File: src/rtl/fir_accumulator.sv
// Sums TAPS consecutive ALU results into one filter output word and holds it
// on a valid/ready port until the downstream stage takes it.
module fir_accumulator #(
  parameter int WIDTH = 32,
  parameter int TAPS  = 8
) (
  input  logic             clk,
  input  logic             reset,
  input  logic             clear,
  input  logic             in_valid,
  output logic             in_ready,
  input  logic [WIDTH-1:0] in_data,
  output logic             out_valid,
  input  logic             out_ready,
  output logic [WIDTH-1:0] out_data,
  output logic             overflow
);

  localparam int CNT_W = $clog2(TAPS + 1);
  localparam logic [CNT_W-1:0] LAST_TAP = CNT_W'(TAPS - 1);

  typedef enum logic {ACCUM, FULL} state_t;

  state_t           state;
  logic [WIDTH-1:0] acc;
  logic [CNT_W-1:0] tap_cnt;
  logic [WIDTH-1:0] sum;
  logic             add_ovf;
  logic             accept;

  assign in_ready = (state == ACCUM) && !clear;
  assign accept   = in_valid && in_ready;
  assign sum      = acc + in_data;

  // Signed overflow: operands agree in sign but the wrapped sum does not.
  assign add_ovf  = (acc[WIDTH-1] == in_data[WIDTH-1]) && (sum[WIDTH-1] != acc[WIDTH-1]);

  always_ff @(posedge clk or posedge reset) begin
    if (reset) begin
      acc       <= '0;
      tap_cnt   <= '0;
      out_data  <= '0;
      out_valid <= 1'b0;
      overflow  <= 1'b0;
      state     <= ACCUM;
    end else if (clear) begin
      acc       <= '0;
      tap_cnt   <= '0;
      out_valid <= 1'b0;
      overflow  <= 1'b0;
      state     <= ACCUM;
    end else begin
      case (state)
        ACCUM: begin
          if (accept) begin
            if (add_ovf) overflow <= 1'b1;
            if (tap_cnt == LAST_TAP) begin
              out_data  <= sum;
              out_valid <= 1'b1;
              acc       <= '0;
              tap_cnt   <= '0;
              state     <= FULL;
            end else begin
              acc     <= sum;
              tap_cnt <= tap_cnt + 1'b1;
            end
          end
        end
        FULL: begin
          // The flag belongs to the word just delivered, so it retires with it.
          if (out_ready) begin
            out_valid <= 1'b0;
            overflow  <= 1'b0;
            state     <= ACCUM;
          end
        end
        default: state <= ACCUM;
      endcase
    end
  end

endmodule
File: config.mk
export PLATFORM = sky130hd
export DESIGN_NAME = fir_accumulator
export DESIGN_NICKNAME = d
export VERILOG_FILES = /design/src/rtl/fir_accumulator.sv
export SDC_FILE = /design/constraint.sdc
export NUM_CORES = 1
export LEC_CHECK = 0
export CAP_MARGIN = 20
export CORE_MARGIN = 2
export CORE_UTILIZATION = 51
export DETAILED_ROUTE_END_ITERATION = 8
export PLACE_DENSITY = 0.77
export SLEW_MARGIN = 0
export SYNTH_ARGS = -nofsm -noshare
export SYNTH_HDL_FRONTEND = slang
export SYNTH_SLANG_ARGS = --single-unit
export TNS_END_PERCENT = 30
File: constraint.sdc
create_clock -name clk -period 4.4 [get_ports clk]
set_clock_uncertainty 0.1 [all_clocks]
set_input_delay 0.88 -clock clk [delete_from_list [all_inputs] [get_ports clk]]
set_output_delay 0.88 -clock clk [all_outputs]
set_load 0.1 [all_outputs]
# == Word level (Yosys, flattened, before mapping) ==
# Index checks and enable logic that the tools add are counted.
# totals
register_bits,71
latchBits,0
ram_bits,0
mem_bits_ro,0
in_bits,37
out_inout_bits,35
wordCells,49
mem_count,0
# op_classes
n_addsub,2
mul,0
div,0
order_cmp,0
eq_ne,8
n_shift,0
muxes,22
n_bitwise,2
reduce_logical,9
# op_table
operator,n
2-to-1 mux 32 bit,4
adder 32 bit,1
2-to-1 mux 4 bit,4
2-to-1 mux 1 bit,11
"inequality test 3 bit, second input constant",3
one-hot mux 1 bit (2 select lines),3
AND reduction 3 bit,2
"adder 4 x 1 -> 4 bit, second input constant",1
"equality test 4 x 3 -> 1 bit, second input constant",1
AND reduction 4 bit,1
logical AND 1 bit,3
"inequality test 3 x 2 -> 1 bit, second input constant",1
"inequality test 2 bit, second input constant",1
NOT 1 bit,2
AND reduction 2 bit,1
nonzero test 2 bit,1
equality test 1 bit,1
zero test 1 bit,1
inequality test 1 bit,1

# == Depth between registers and ports, before layout ==
# Gate-level depths: netlist (run 1).
# depth
depth_word,7
depth_mapped,11

# == Least setup slack after synthesis (run 1) ==
# No wires, ideal clock.
# synth_timing
path_kind,input -> output
start,input clear
end,output in_ready
arrival_time_ns,2.344
required_time_ns,3.420
setup_slack_ns,1.076
cell_stages,2
path_cell_list,clkbuf_1 -> nor2_1
# synth_via
elab_chain_cells,2
# synth_lines
element,line,text
from (decl),9,"input logic clear,"
zero test 1 bit,31,assign in_ready = (state == ACCUM) && !clear;
logical AND 1 bit,31,
to (decl),11,"output logic in_ready,"
# No other way between the ends.

# == Worst setup path after layout (run 1) ==
# layout_timing
start,input in_data[16]
end,register out_data[31]
# layout_via
elab_chain_cells,1
# layout_lines
element,line,text
from (decl),12,"input logic [WIDTH-1:0] in_data,"
adder 32 bit,33,assign sum = acc + in_data;
to (signal assigned),58,out_data <= sum;
to (decl),15,"output logic [WIDTH-1:0] out_data,"
# No other way between the ends.
# A chain may end at the register's enable or synchronous reset.

==> impl_summary.log, run 1 <==
[metrics] largest fanout of any net on the critical path: 8
[metrics] detailed-route via count: 3537
[metrics] number of synthesis warnings: 0
[metrics] CTS tree: yes
[metrics] PD cells: 386 mW/mm^2
[metrics] Residual DRC: 0
[metrics] vias in the first global route: 3543
[metrics] P_leak: 0.00252 uW
[metrics] min-delay worst type: reg2reg
[metrics] clock-pin slew on the worst setup and hold paths: 70 ps
[metrics] most frequent cells in the layout: sky130_fd_sc_hd__nand2_1, sky130_fd_sc_hd__dfrtp_1, sky130_fd_sc_hd__clkdlybuf4s50_1, sky130_fd_sc_hd__ha_1, sky130_fd_sc_hd__a22o_1
[metrics] sw power: 750 uW
[metrics] 1st-iter DRT viols: 157
[metrics] peak clock frequency supported by timing: 276 MHz
[metrics] pin slew with the least headroom to its limit: 993 ps
[metrics] FF+latch count, synth: 71
[metrics] Tmin final: 3620 ps
[metrics] leading cell type in the layout, fill and taps excluded: sky130_fd_sc_hd__nand2_1
[metrics] Post-Synthesis Mean Instance Area: 9.86 sq um
[metrics] H-tree level count: 3
[metrics] area of the placeable core: 0.00813 sq mm
[metrics] net count of the mapped netlist: 498
[metrics] grt met2 use: 42.4%
[metrics] Die Height: 95.0 um
[metrics] number of non-filler instances in the completed layout: 612
[metrics] number of flops mapped to enable cells by yosys: 0
[metrics] fraction of power spent switching nets: 36.9%
[metrics] die area: 0.00902 sq mm
[metrics] Final Cycle Share: 82.3%
[metrics] prevailing post-synth register cell: sky130_fd_sc_hd__dfrtp_1
[metrics] remaining max-slew budget at the tightest pin: 33.6%
[metrics] share of final-layout standard cells stronger than drive strength 1: 10.3%
[metrics] gr usage total: 24.5%
[metrics] CP Launch Type: input pin
[metrics] clock network fraction of design power: 26.1%
[metrics] number of optimization iterations in the first detailed-route pass: 4
[metrics] antenna violations before repair: 0
[metrics] met3 Resource Use GR: 3.59%
[metrics] fraction of registers with async set/reset: 100%
[metrics] maximum buffer depth of the clock tree: 2
[metrics] total count of hold-check failures in the final report: 0
[metrics] first-pass GRT wire length: 17100 um
[metrics] dpl cell area: 0.00507 sq mm
[metrics] Core Rows: 33
[metrics] global routing's busiest layer: met2
[metrics] peak supply drop: 0.228 mV
[metrics] number of buffers inserted during clock tree synthesis: 9
[metrics] Total Nets Final: 573
[metrics] number of buffers inserted by post-CTS setup repair: 0
[metrics] number of max-capacitance violations reported: 0
[metrics] Avg WL per Cell: 16.5 um
[metrics] antenna diode count: 0
[metrics] effective utilization at floorplan: 51.9%
[metrics] clk_lat worst skew: 350 ps
[metrics] horizontal die dimension: 95.0 um
[metrics] post-synthesis cell type count: 50
[metrics] largest net degree at the start of global routing: 34
[metrics] # placed instances: 597
[metrics] CP Data Arrival Time: 3750 ps
[metrics] CP required: 4530 ps
[metrics] weighted congestion reported at the end of routability-driven placement: 0.893
[metrics] cell internal power dissipation: 1280 uW
[metrics] remaining antenna violation count after routing: 0
[metrics] Layout Cell Area excl Fill: 0.00527 sq mm
[metrics] critical setup path kind: in2reg
[metrics] Final Util: 64.8%
[metrics] count of cells along the worst register-to-register path: 8
[metrics] met1 track utilization from global routing: 31.7%
[metrics] Final setup violation count: 0
[metrics] PostCTS Resize Cnt: 0
[metrics] max-slew violations: 0
[metrics] HPWL Detailed: 7230 um
[metrics] Post-Syn Instances: 428
[metrics] Syn-to-layout area delta: 24.8%
[metrics] cell area after synthesis: 0.00422 sq mm
[metrics] post-placement worst setup slack: 527 ps
[metrics] critical path endpoint category: flop
[metrics] RSZ-0062 raised after global routing: no
[metrics] Reg power frac: 36.9%
[metrics] outcome: finished, final reports clean
[metrics] total length of routed wires: 10100 um
[metrics] register area share after synthesis: 42.1%
[metrics] hold bufs inserted after CTS: 0
[metrics] remaining global-route overflow: 0
[metrics] part of the total power dissipated in combinational logic: 37.0%
[metrics] number of sinks driven by the clock tree: 71
[metrics] worst hold path stage count: 2
[metrics] root buf cell: sky130_fd_sc_hd__clkbuf_8
[metrics] number of top-level pins: 72
[metrics] setup total negative slack: 0 ps
[metrics] final worst-path setup slack: 777 ps
[metrics] number of port buffers: 71
[metrics] via-per-instance ratio: 5.78
## final cells by class
type | instances | area, sq um
fillers | 648 | 2870
well taps | 105 | 131
multi-input cells | 334 | 2370
repair buffers | 78 | 761
inverters | 9 | 33.8
clock buffers | 10 | 138
clock inverters | 5 | 58.8
flip-flops and latches | 71 | 1780
## worst paths after layout
kind | slack [ps] | endpoint | startpoint
max | 780 | out_data[31] | in_data[16]
min | 370 | out_data[6] | out_data[6]
max reg2reg | 1420 | out_data[31] | acc[16]
min reg2reg | 370 | out_data[6] | out_data[6]
max in group asynchronous | 2560 | acc[14] | reset
min in group asynchronous | 860 | tap_cnt[2] | reset
## state kept, by name, indices dropped and copies added, names as in the netlist
signal     flops
state          1
overflow       1
out_data      32
out_valid      1
tap_cnt        4
acc           32
## critical path, cell delays in order
cell	delay (ps)
sky130_fd_sc_hd__clkdlybuf4s50_1	450
sky130_fd_sc_hd__ha_1	440
sky130_fd_sc_hd__a211oi_1	390
sky130_fd_sc_hd__o211ai_1	160
sky130_fd_sc_hd__a221oi_1	380
sky130_fd_sc_hd__o21ai_1	250
sky130_fd_sc_hd__a31oi_4	290
sky130_fd_sc_hd__xnor3_1	240
sky130_fd_sc_hd__mux2_2	260
## cell families (layout without fill, tap and decap cells)
logic type | count (synthesis) | after routing | share of synthesized area [%]
muxes | 14 | 14 | 3.68
adders and majority gates | 33 | 33 | 9.96
AOI/OAI and AO/OA | 127 | 127 | 22.4
xor gates and xnor gates | 31 | 31 | 6.76
DFF | 71 | 71 | 42.1
buffers and inverters | 23 | 102 | 2.08
and+or+nand+nor | 129 | 129 | 13.0
## stage by stage
step	hold slack [ps]	power [uW]
4_1_cts	381	2030
3_3_place_gp	357	1480
3_5_place_dp	362	1500
6_report	374	2030
2_1_floorplan	354	1320
5_1_grt	407	2150
## layer usage
layer  part of all wire (%)  wire length [um]
met3                    5.4               549
met1                     43              4380
met5                      0                 0
met4                    1.1               108
met2                     50              5070
## power groups by stage
stage          registers, uW  logic [uW]  clock network (uW)
3_5_place_dp             761         735                   0
3_3_place_gp             759         718                   0
4_1_cts                  750         746                 537
6_report                 750         751                 530
5_1_grt                  758         818                 573
2_1_floorplan            836         483                   0
## cells in the mapped netlist (all sizes together), types with 2 or more instances
cell type | number | area share, %
nand2 | 90 | 8.0
dfrtp | 71 | 42
ha | 32 | 9.5
a22o | 29 | 6.0
o21ai | 29 | 3.8
a21oi | 27 | 3.4
xor2 | 16 | 3.3
xnor2 | 14 | 2.9
clkbuf | 13 | 1.2
mux2 | 12 | 3.2
nor2 | 12 | 1.1
a21o | 10 | 1.8
inv | 9 | 0.80
nand3 | 6 | 0.71
o211ai | 5 | 1.1
o21a | 5 | 0.89
o21bai | 5 | 0.89
a31oi | 4 | 0.95
nor3 | 4 | 0.47
nand2b | 3 | 0.44
nand4 | 3 | 0.44
or2 | 3 | 0.44
a211oi | 2 | 0.36
a221oi | 2 | 0.42
mux2i | 2 | 0.47
nor2b | 2 | 0.30
or3 | 2 | 0.30
Note: power is estimated with default switching activity, not from simulation.
==> inputs of run 2 (changes only) <==
==> constraint.sdc (replaced) <==
create_clock -name clk -period 3.8 [get_ports clk]
set_clock_uncertainty 0.1 [all_clocks]
set_input_delay 0.76 -clock clk [delete_from_list [all_inputs] [get_ports clk]]
set_output_delay 0.76 -clock clk [all_outputs]
set_load 0.1 [all_outputs]
==> run 2 against run 1 <==
Effect of this change:
- sequential power rose by 16%
- flip-flop and latch count unchanged
- largest cell class unchanged
- final cell count increased by 0.49%
- die area did not move
- highest routed layer unchanged
- wire length down 1.9%
- critical endpoint is now out_data[30]
- largest power group is now registers
- worst hold slack about the same
- combinational power grew 16%
==> impl_summary.log, run 2 (synthesis gave the netlist of run 1 again) <==
[metrics] peak clock frequency supported by timing: 299 MHz
[metrics] Reg power frac: 35.3% (was 36.9%)
[metrics] Residual DRC: 0 (unchanged)
[metrics] remaining antenna violation count after routing: 0 (unchanged)
[metrics] leading cell type in the layout, fill and taps excluded: sky130_fd_sc_hd__nand2_1 (unchanged)
[metrics] number of non-filler instances in the completed layout: 615 (was 612)
[metrics] Final Cycle Share: 88.2%
[metrics] PostCTS Resize Cnt: 0 (unchanged)
[metrics] largest fanout of any net on the critical path: 5 (was 8)
[metrics] number of filler instances in the final layout: 675 (was 648)
[metrics] first-pass GRT wire length: 16500 um (was 17100 um)
[metrics] detailed-route via count: 3515 (was 3537)
[metrics] clock network fraction of design power: 29.5% (was 26.1%)
[metrics] effective utilization at floorplan: 51.9% (unchanged)
[metrics] outcome: finished, final reports clean (unchanged)
[metrics] part of the total power dissipated in combinational logic: 35.2% (was 37.0%)
[metrics] post-placement worst setup slack: 75.4 ps (was 527 ps)
[metrics] sw power: 858 uW (was 750 uW)
[metrics] Final Util: 65.6% (was 64.8%)
[metrics] P_leak: 0.00256 uW (was 0.00252 uW)
[metrics] max-slew violations: 0 (unchanged)
[metrics] biggest cell delay along the critical path: 400 ps (was 450 ps)
[metrics] CP Launch Type: input pin (unchanged)
[metrics] critical path endpoint category: flop (unchanged)
[metrics] Register Area: 0.00178 sq mm (unchanged)
[metrics] dpl cell area: 0.00510 sq mm (was 0.00507 sq mm)
[metrics] hold bufs inserted after CTS: 0 (unchanged)
[metrics] Tmin final: 3350 ps
[metrics] 1st-iter DRT viols: 163 (was 157)
[metrics] area of the placeable core: 0.00813 sq mm (unchanged)
[metrics] Total Nets Final: 575 (was 573)
[metrics] Core Rows: 33 (unchanged)
[metrics] total length of routed wires: 9920 um (was 10100 um)
[metrics] min-delay worst type: reg2reg (unchanged)
[metrics] PD cells: 462 mW/mm^2 (was 386 mW/mm^2)
[metrics] CP required: 3940 ps (was 4530 ps)
[metrics] CP Data Arrival Time: 3490 ps (was 3750 ps)
[metrics] critical setup path kind: in2reg (unchanged)
[metrics] chain of cells forming the critical path: clkdlybuf4s50_1 -> ha_1 -> inv_1 -> fa_1 -> nor2b_1 -> o31a_1 -> o41ai_4 -> o21ai_4 -> a41oi_4 -> o211ai_2 -> xor2_1 -> mux2_2 (was clkdlybuf4s50_1 -> ha_1 -> a211oi_1 -> o211ai_1 -> a221oi_1 -> o21ai_1 -> a31oi_4 -> xnor3_1 -> mux2_2)
[metrics] antenna diode count: 0 (unchanged)
[metrics] final worst-path setup slack: 450 ps (was 777 ps)
[metrics] Final setup violation count: 0 (unchanged)
[metrics] via-per-instance ratio: 5.72 (was 5.78)
[metrics] horizontal die dimension: 95.0 um (unchanged)
[metrics] total count of hold-check failures in the final report: 0 (unchanged)
[metrics] weighted congestion reported at the end of routability-driven placement: 0.934 (was 0.893)
[metrics] number of buffers inserted during clock tree synthesis: 9 (unchanged)
[metrics] Layout Cell Area excl Fill: 0.00534 sq mm (was 0.00527 sq mm)
[metrics] remaining global-route overflow: 0 (unchanged)
[metrics] gr usage total: 23.5% (was 24.5%)
[metrics] maximum buffer depth of the clock tree: 2 (unchanged)
[metrics] largest delay contributor family on the critical path: compound AO/OA/AOI/OAI gates (unchanged)
[metrics] Syn-to-layout area delta: 26.4% (was 24.8%)
[metrics] cell internal power dissipation: 1610 uW (was 1280 uW)
[metrics] largest registers in the final layout: acc (32), out_data (32), tap_cnt (4) (unchanged)
[metrics] fraction of power spent switching nets: 34.8% (was 36.9%)
[metrics] clk_lat worst skew: 350 ps (about the same)
[metrics] number of optimization iterations in the first detailed-route pass: 4 (unchanged)
[metrics] number of port buffers: 71 (unchanged)
[metrics] peak supply drop: 0.262 mV (was 0.228 mV)
[metrics] number of top-level pins: 72 (unchanged)
[metrics] number of sinks driven by the clock tree: 71 (unchanged)
[metrics] area taken by multi-input logic gates: 0.00237 sq mm (unchanged)
[metrics] Avg WL per Cell: 16.1 um (was 16.5 um)
[metrics] HPWL Detailed: 7150 um (was 7230 um)
[metrics] pin slew with the least headroom to its limit: 1010 ps (was 993 ps)
[metrics] most frequent cells in the layout: sky130_fd_sc_hd__nand2_1, sky130_fd_sc_hd__dfrtp_1, sky130_fd_sc_hd__clkdlybuf4s50_1, sky130_fd_sc_hd__ha_1, sky130_fd_sc_hd__a22o_1 (unchanged)
[metrics] largest net degree at the start of global routing: 41 (was 34)
[metrics] remaining max-slew budget at the tightest pin: 32.4% (was 33.6%)
[metrics] root buf cell: sky130_fd_sc_hd__clkbuf_8 (unchanged)
[metrics] cell type of the slowest stage on the worst timing path: sky130_fd_sc_hd__clkdlybuf4s50_1 (unchanged)
[metrics] share of final-layout standard cells stronger than drive strength 1: 10.6% (was 10.3%)
[metrics] Die Height: 95.0 um (unchanged)
[metrics] clock-pin slew on the worst setup and hold paths: 80 ps (was 70 ps)
[metrics] number of max-capacitance violations reported: 0 (unchanged)
[metrics] number of buffers inserted by post-CTS setup repair: 0 (unchanged)
[metrics] setup total negative slack: 0 ps (unchanged)
[metrics] antenna violations before repair: 0 (unchanged)
[metrics] # placed instances: 599 (was 597)
[metrics] count of buffer and inverter cells on the critical path: 2 (was 1)
[metrics] vias in the first global route: 3537 (was 3543)
[metrics] RSZ-0062 raised after global routing: no (unchanged)
[metrics] die area: 0.00902 sq mm (unchanged)
[metrics] CTS tree: yes (unchanged)
[metrics] H-tree level count: 3 (unchanged)
run 2: changes by cell type in the layout (fill, tap and decap cells not counted):
cell                         before  now
sky130_fd_sc_hd__bufinv_16        1    3
sky130_fd_sc_hd__clkinvlp_4       2    0
sky130_fd_sc_hd__buf_12           0    1
sky130_fd_sc_hd__buf_4            8    9
sky130_fd_sc_hd__clkbuf_1         0    1
sky130_fd_sc_hd__clkbuf_8        10    9
sky130_fd_sc_hd__clkinv_2         1    2
run 2: area by class of cell:
type                    instances  area share [%]
clock buffers                  10            2.39
clock inverters                 6            2.04
inverters                       9           0.633
multi-input cells             334            44.4
flip-flops and latches         71            33.3
well taps                     105            2.46
repair buffers                 80            14.8
run 2: power groups by stage:
| stage | combinational (uW) | clock (uW) | sequential, uW |
|---|---|---|---|
| global route | 951 | 778 | 879 |
| global placement | 836 | 0 | 880 |
| CTS | 865 | 741 | 869 |
| finish | 868 | 729 | 869 |
| detailed placement | 857 | 0 | 882 |
| floorplan | 560 | 0 | 968 |
run 2: worst paths after layout:
check | from | to | slack, ps | depth (start not counted)
setup / recovery | in_data[0] | out_data[30] | 450 | 12
hold / removal | out_data[7] | out_data[7] | 370 | 2
setup reg to reg | acc[0] | out_data[30] | 890 | 11
hold reg to reg | out_data[7] | out_data[7] | 370 | 2
max in group asynchronous | reset | out_data[14] | 2190 | 3
min in group asynchronous | reset | state | 740 | 2
run 2: metal layers:
layer  global-route usage, %  up-vias  part of all wire, %
li1                        -     1690                    -
met5                       0        -                    0
met3                    5.11       11                  6.0
met4                    7.37        0                  1.4
met2                    39.8      106                   49
met1                    30.0     1708                   44
run 2: tightest hold or removal path, stage by stage (launching register included):
cell and delay (ps):
sky130_fd_sc_hd__dfrtp_1 340, sky130_fd_sc_hd__nand2_1 50, sky130_fd_sc_hd__nand2_1 50
run 2: metrics by stage:
step,hold WS [ps],total power [uW]
3_3_place_gp,357,1720
5_1_grt,397,2610
3_5_place_dp,362,1740
4_1_cts,380,2480
6_report,374,2470
2_1_floorplan,354,1530
==> inputs of run 3 (changes only) <==
--- a/config.mk
+++ b/config.mk
@@ -7,9 +7,8 @@
 export LEC_CHECK = 0
 export CAP_MARGIN = 20
 export CORE_MARGIN = 2
-export CORE_UTILIZATION = 51
+export CORE_UTILIZATION = 25
 export DETAILED_ROUTE_END_ITERATION = 8
-export PLACE_DENSITY = 0.77
 export SLEW_MARGIN = 0
 export SYNTH_ARGS = -nofsm -noshare
 export SYNTH_HDL_FRONTEND = slang
==> constraint.sdc (replaced) <==
create_clock -name clk -period 3.8 [get_ports clk]
set_clock_uncertainty 0.1 [all_clocks]
set_input_delay 0.57 -clock clk [delete_from_list [all_inputs] [get_ports clk]]
set_output_delay 0.57 -clock clk [all_outputs]
set_load 0.1 [all_outputs]
==> run 3 against run 2 <==
Effect of this change:
- worst hold slack lost 4.5 ps
- final cell count grew 18%
- count of clock-buffer cells in the layout grew 4
- critical endpoint is now out_data[31]
- largest power group unchanged
==> impl_summary.log, run 3 (synthesis gave the netlist of run 1 again) <==
[metrics] clock network fraction of design power: 30.4% (was 29.5%)
[metrics] count of cells along the worst register-to-register path: 9 (was 11)
[metrics] antenna diode count: 0 (unchanged)
[metrics] cell type of the slowest stage on the worst timing path: sky130_fd_sc_hd__a2111oi_0 (was sky130_fd_sc_hd__clkdlybuf4s50_1)
[metrics] antenna violations before repair: 0 (unchanged)
[metrics] largest registers in the final layout: acc (32), out_data (32), tap_cnt (4) (unchanged)
[metrics] horizontal die dimension: 134 um (was 95.0 um)
[metrics] largest fanout of any net on the critical path: 5 (unchanged)
[metrics] 1st-iter DRT viols: 186 (was 163)
[metrics] maximum buffer depth of the clock tree: 2 (unchanged)
[metrics] most frequent cells in the layout: sky130_fd_sc_hd__nand2_1, sky130_fd_sc_hd__dfrtp_1, sky130_fd_sc_hd__clkdlybuf4s50_1, sky130_fd_sc_hd__ha_1, sky130_fd_sc_hd__a22o_1 (unchanged)
[metrics] number of optimization iterations in the first detailed-route pass: 5 (was 4)
[metrics] hold bufs inserted after CTS: 0 (unchanged)
[metrics] number of port buffers: 71 (unchanged)
[metrics] total length of routed wires: 10900 um (was 9920 um)
[metrics] CP Launch Type: input pin (unchanged)
[metrics] internal reg-to-reg setup slack: 810 ps (was 890 ps)
[metrics] Core Rows: 47 (was 33)
[metrics] first-pass GRT wire length: 18400 um (was 16500 um)
[metrics] Syn-to-layout area delta: 29.8% (was 26.4%)
[metrics] PD cells: 455 mW/mm^2 (was 462 mW/mm^2)
[metrics] RSZ-0062 raised after global routing: no (unchanged)
[metrics] hold wc startpoint: out_data[7] (unchanged)
[metrics] number of buffers inserted during clock tree synthesis: 9 (unchanged)
[metrics] number of filler instances in the final layout: 1681 (was 675)
[metrics] total count of hold-check failures in the final report: 0 (unchanged)
[metrics] effective utilization at floorplan: 25.5% (was 51.9%)
[metrics] Final setup violation count: 0 (unchanged)
[metrics] cell internal power dissipation: 1630 uW (was 1610 uW)
[metrics] CTS tree: yes (unchanged)
[metrics] sw power: 866 uW (was 858 uW)
[metrics] number of top-level pins: 72 (unchanged)
[metrics] Die Height: 134 um (was 95.0 um)
[metrics] setup total negative slack: 0 ps (unchanged)
[metrics] remaining max-slew budget at the tightest pin: 30.0% (was 32.4%)
[metrics] number of sinks driven by the clock tree: 71 (unchanged)
[metrics] pin slew with the least headroom to its limit: 1050 ps (was 1010 ps)
[metrics] fraction of power spent switching nets: 34.8% (about the same)
[metrics] outcome: finished, final reports clean (unchanged)
[metrics] remaining antenna violation count after routing: 0 (unchanged)
[metrics] clk_lat worst skew: 330 ps (was 350 ps)
[metrics] Final Cycle Share: 86.5% (was 88.2%)
[metrics] reg-to-reg endpoint: out_data[31] (was out_data[30])
[metrics] min-delay worst type: reg2reg (unchanged)
[metrics] Total Nets Final: 572 (was 575)
[metrics] critical setup path kind: in2reg (unchanged)
[metrics] gr usage total: 12.8% (was 23.5%)
[metrics] area taken by multi-input logic gates: 0.00237 sq mm (unchanged)
[metrics] root buf cell: sky130_fd_sc_hd__clkbuf_16 (was sky130_fd_sc_hd__clkbuf_8)
[metrics] area of the placeable core: 0.0165 sq mm (was 0.00813 sq mm)
[metrics] worst reg2reg startpoint: acc[1] (was acc[0])
[metrics] part of the total power dissipated in combinational logic: 34.7% (was 35.2%)
[metrics] peak supply drop: 0.251 mV (was 0.262 mV)
[metrics] Register Area: 0.00178 sq mm (unchanged)
[metrics] remaining global-route overflow: 0 (unchanged)
[metrics] Reg power frac: 34.9% (was 35.3%)
[metrics] die area: 0.0179 sq mm (was 0.00902 sq mm)
[metrics] biggest cell delay along the critical path: 500 ps (was 400 ps)
[metrics] CP Data Arrival Time: 3400 ps (was 3490 ps)
[metrics] via-per-instance ratio: 4.78 (was 5.72)
[metrics] worst hold path stage count: 2 (unchanged)
[metrics] detailed-route via count: 3469 (was 3515)
[metrics] CP required: 3910 ps (was 3940 ps)
[metrics] Worst Hold End: out_data[7] (unchanged)
[metrics] weighted congestion reported at the end of routability-driven placement: 0.915 (was 0.934)
[metrics] leading cell type in the layout, fill and taps excluded: sky130_fd_sc_hd__nand2_1 (unchanged)
[metrics] vias in the first global route: 3591 (was 3537)
[metrics] cell seen most often among critical-path stages: sky130_fd_sc_hd__a21o_1
[metrics] Avg WL per Cell: 15.0 um (was 16.1 um)
[metrics] largest net degree at the start of global routing: 38 (was 41)
[metrics] H-tree level count: 3 (unchanged)
[metrics] clock-pin slew on the worst setup and hold paths: 60 ps (was 80 ps)
[metrics] Layout Cell Area excl Fill: 0.00548 sq mm (was 0.00534 sq mm)
[metrics] chain of cells forming the critical path: clkdlybuf4s50_1 -> ha_1 -> a21o_1 -> a21o_1 -> a21o_1 -> a2111oi_0 -> o21bai_1 -> a31oi_4 -> xnor3_1 -> mux2_2 (was clkdlybuf4s50_1 -> ha_1 -> inv_1 -> fa_1 -> nor2b_1 -> o31a_1 -> o41ai_4 -> o21ai_4 -> a41oi_4 -> o211ai_2 -> xor2_1 -> mux2_2)
[metrics] max-slew violations: 0 (unchanged)
[metrics] P_leak: 0.00255 uW (was 0.00256 uW)
[metrics] critical path endpoint category: flop (unchanged)
[metrics] number of max-capacitance violations reported: 0 (unchanged)
[metrics] PostCTS Resize Cnt: 0 (unchanged)
[metrics] share of final-layout standard cells stronger than drive strength 1: 9.29% (was 10.6%)
[metrics] peak clock frequency supported by timing: 304 MHz (was 299 MHz)
[metrics] HPWL Detailed: 7990 um (was 7150 um)
[metrics] Tmin final: 3290 ps (was 3350 ps)
[metrics] number of buffers inserted by post-CTS setup repair: 0 (unchanged)
[metrics] dpl cell area: 0.00522 sq mm (was 0.00510 sq mm)
[metrics] Residual DRC: 0 (unchanged)
[run 3: layout make-up]
| class | count | area share [%] |
|---|---|---|
| clock inverters | 1 | 0.0913 |
| inverters | 9 | 0.617 |
| repair buffers | 77 | 14.0 |
| flip-flops and latches | 71 | 32.4 |
| clock buffers | 14 | 4.64 |
| multi-input cells | 334 | 43.2 |
| well taps | 220 | 5.02 |
[run 3: per-stage QoR]
| step | hold WS, ps | total power [uW] | utilization (%) | cells | setup slack, ps |
|---|---|---|---|---|---|
| 4_1_cts | 376 | 2520 | 33.2 | 726 | 514 |
| 3_5_place_dp | 362 | 1740 | 31.6 | 711 | 181 |
| 3_3_place_gp | 358 | 1730 | 31.6 | 711 | 234 |
| 6_report | 369 | 2490 | 33.2 | 726 | 512 |
| 2_1_floorplan | 354 | 1530 | - | 428 | 920 |
| 5_1_grt | 399 | 2640 | 33.2 | 726 | 284 |
[run 3: critical path: cells and delay by family]
family | cells | cell delay, ps
muxes | 1 | 260
buffers and inverters | 1 | 420
adders and majority gates | 1 | 360
xor gates and xnor gates | 1 | 240
AOI/OAI and AO/OA | 6 | 1530
[run 3: power groups by stage]
| stage | Combinational (uW) | Sequential (uW) | Clock, uW |
|---|---|---|---|
| 5_1_grt | 952 | 879 | 812 |
| 4_1_cts | 863 | 869 | 783 |
| 3_5_place_dp | 855 | 882 | 0 |
| 3_3_place_gp | 848 | 879 | 0 |
| 2_1_floorplan | 560 | 968 | 0 |
| 6_report | 864 | 869 | 759 |
[run 3: routing by layer]
metal	GRT usage (%)	share of wire [%]
met3	3.14	5.2
met5	0	0
met1	16.7	47
met4	3.07	1.2
met2	21.2	47
[run 3: worst max path at each step]
stage,start,endpoint,slack (ps)
6_report,in_data[24],out_data[31],510
3_3_place_gp,in_data[1],out_data[31],230
2_1_floorplan,in_data[0],out_data[30],920
3_5_place_dp,in_data[1],out_data[31],180
4_1_cts,in_data[1],out_data[31],510
5_1_grt,in_data[24],out_data[31],280
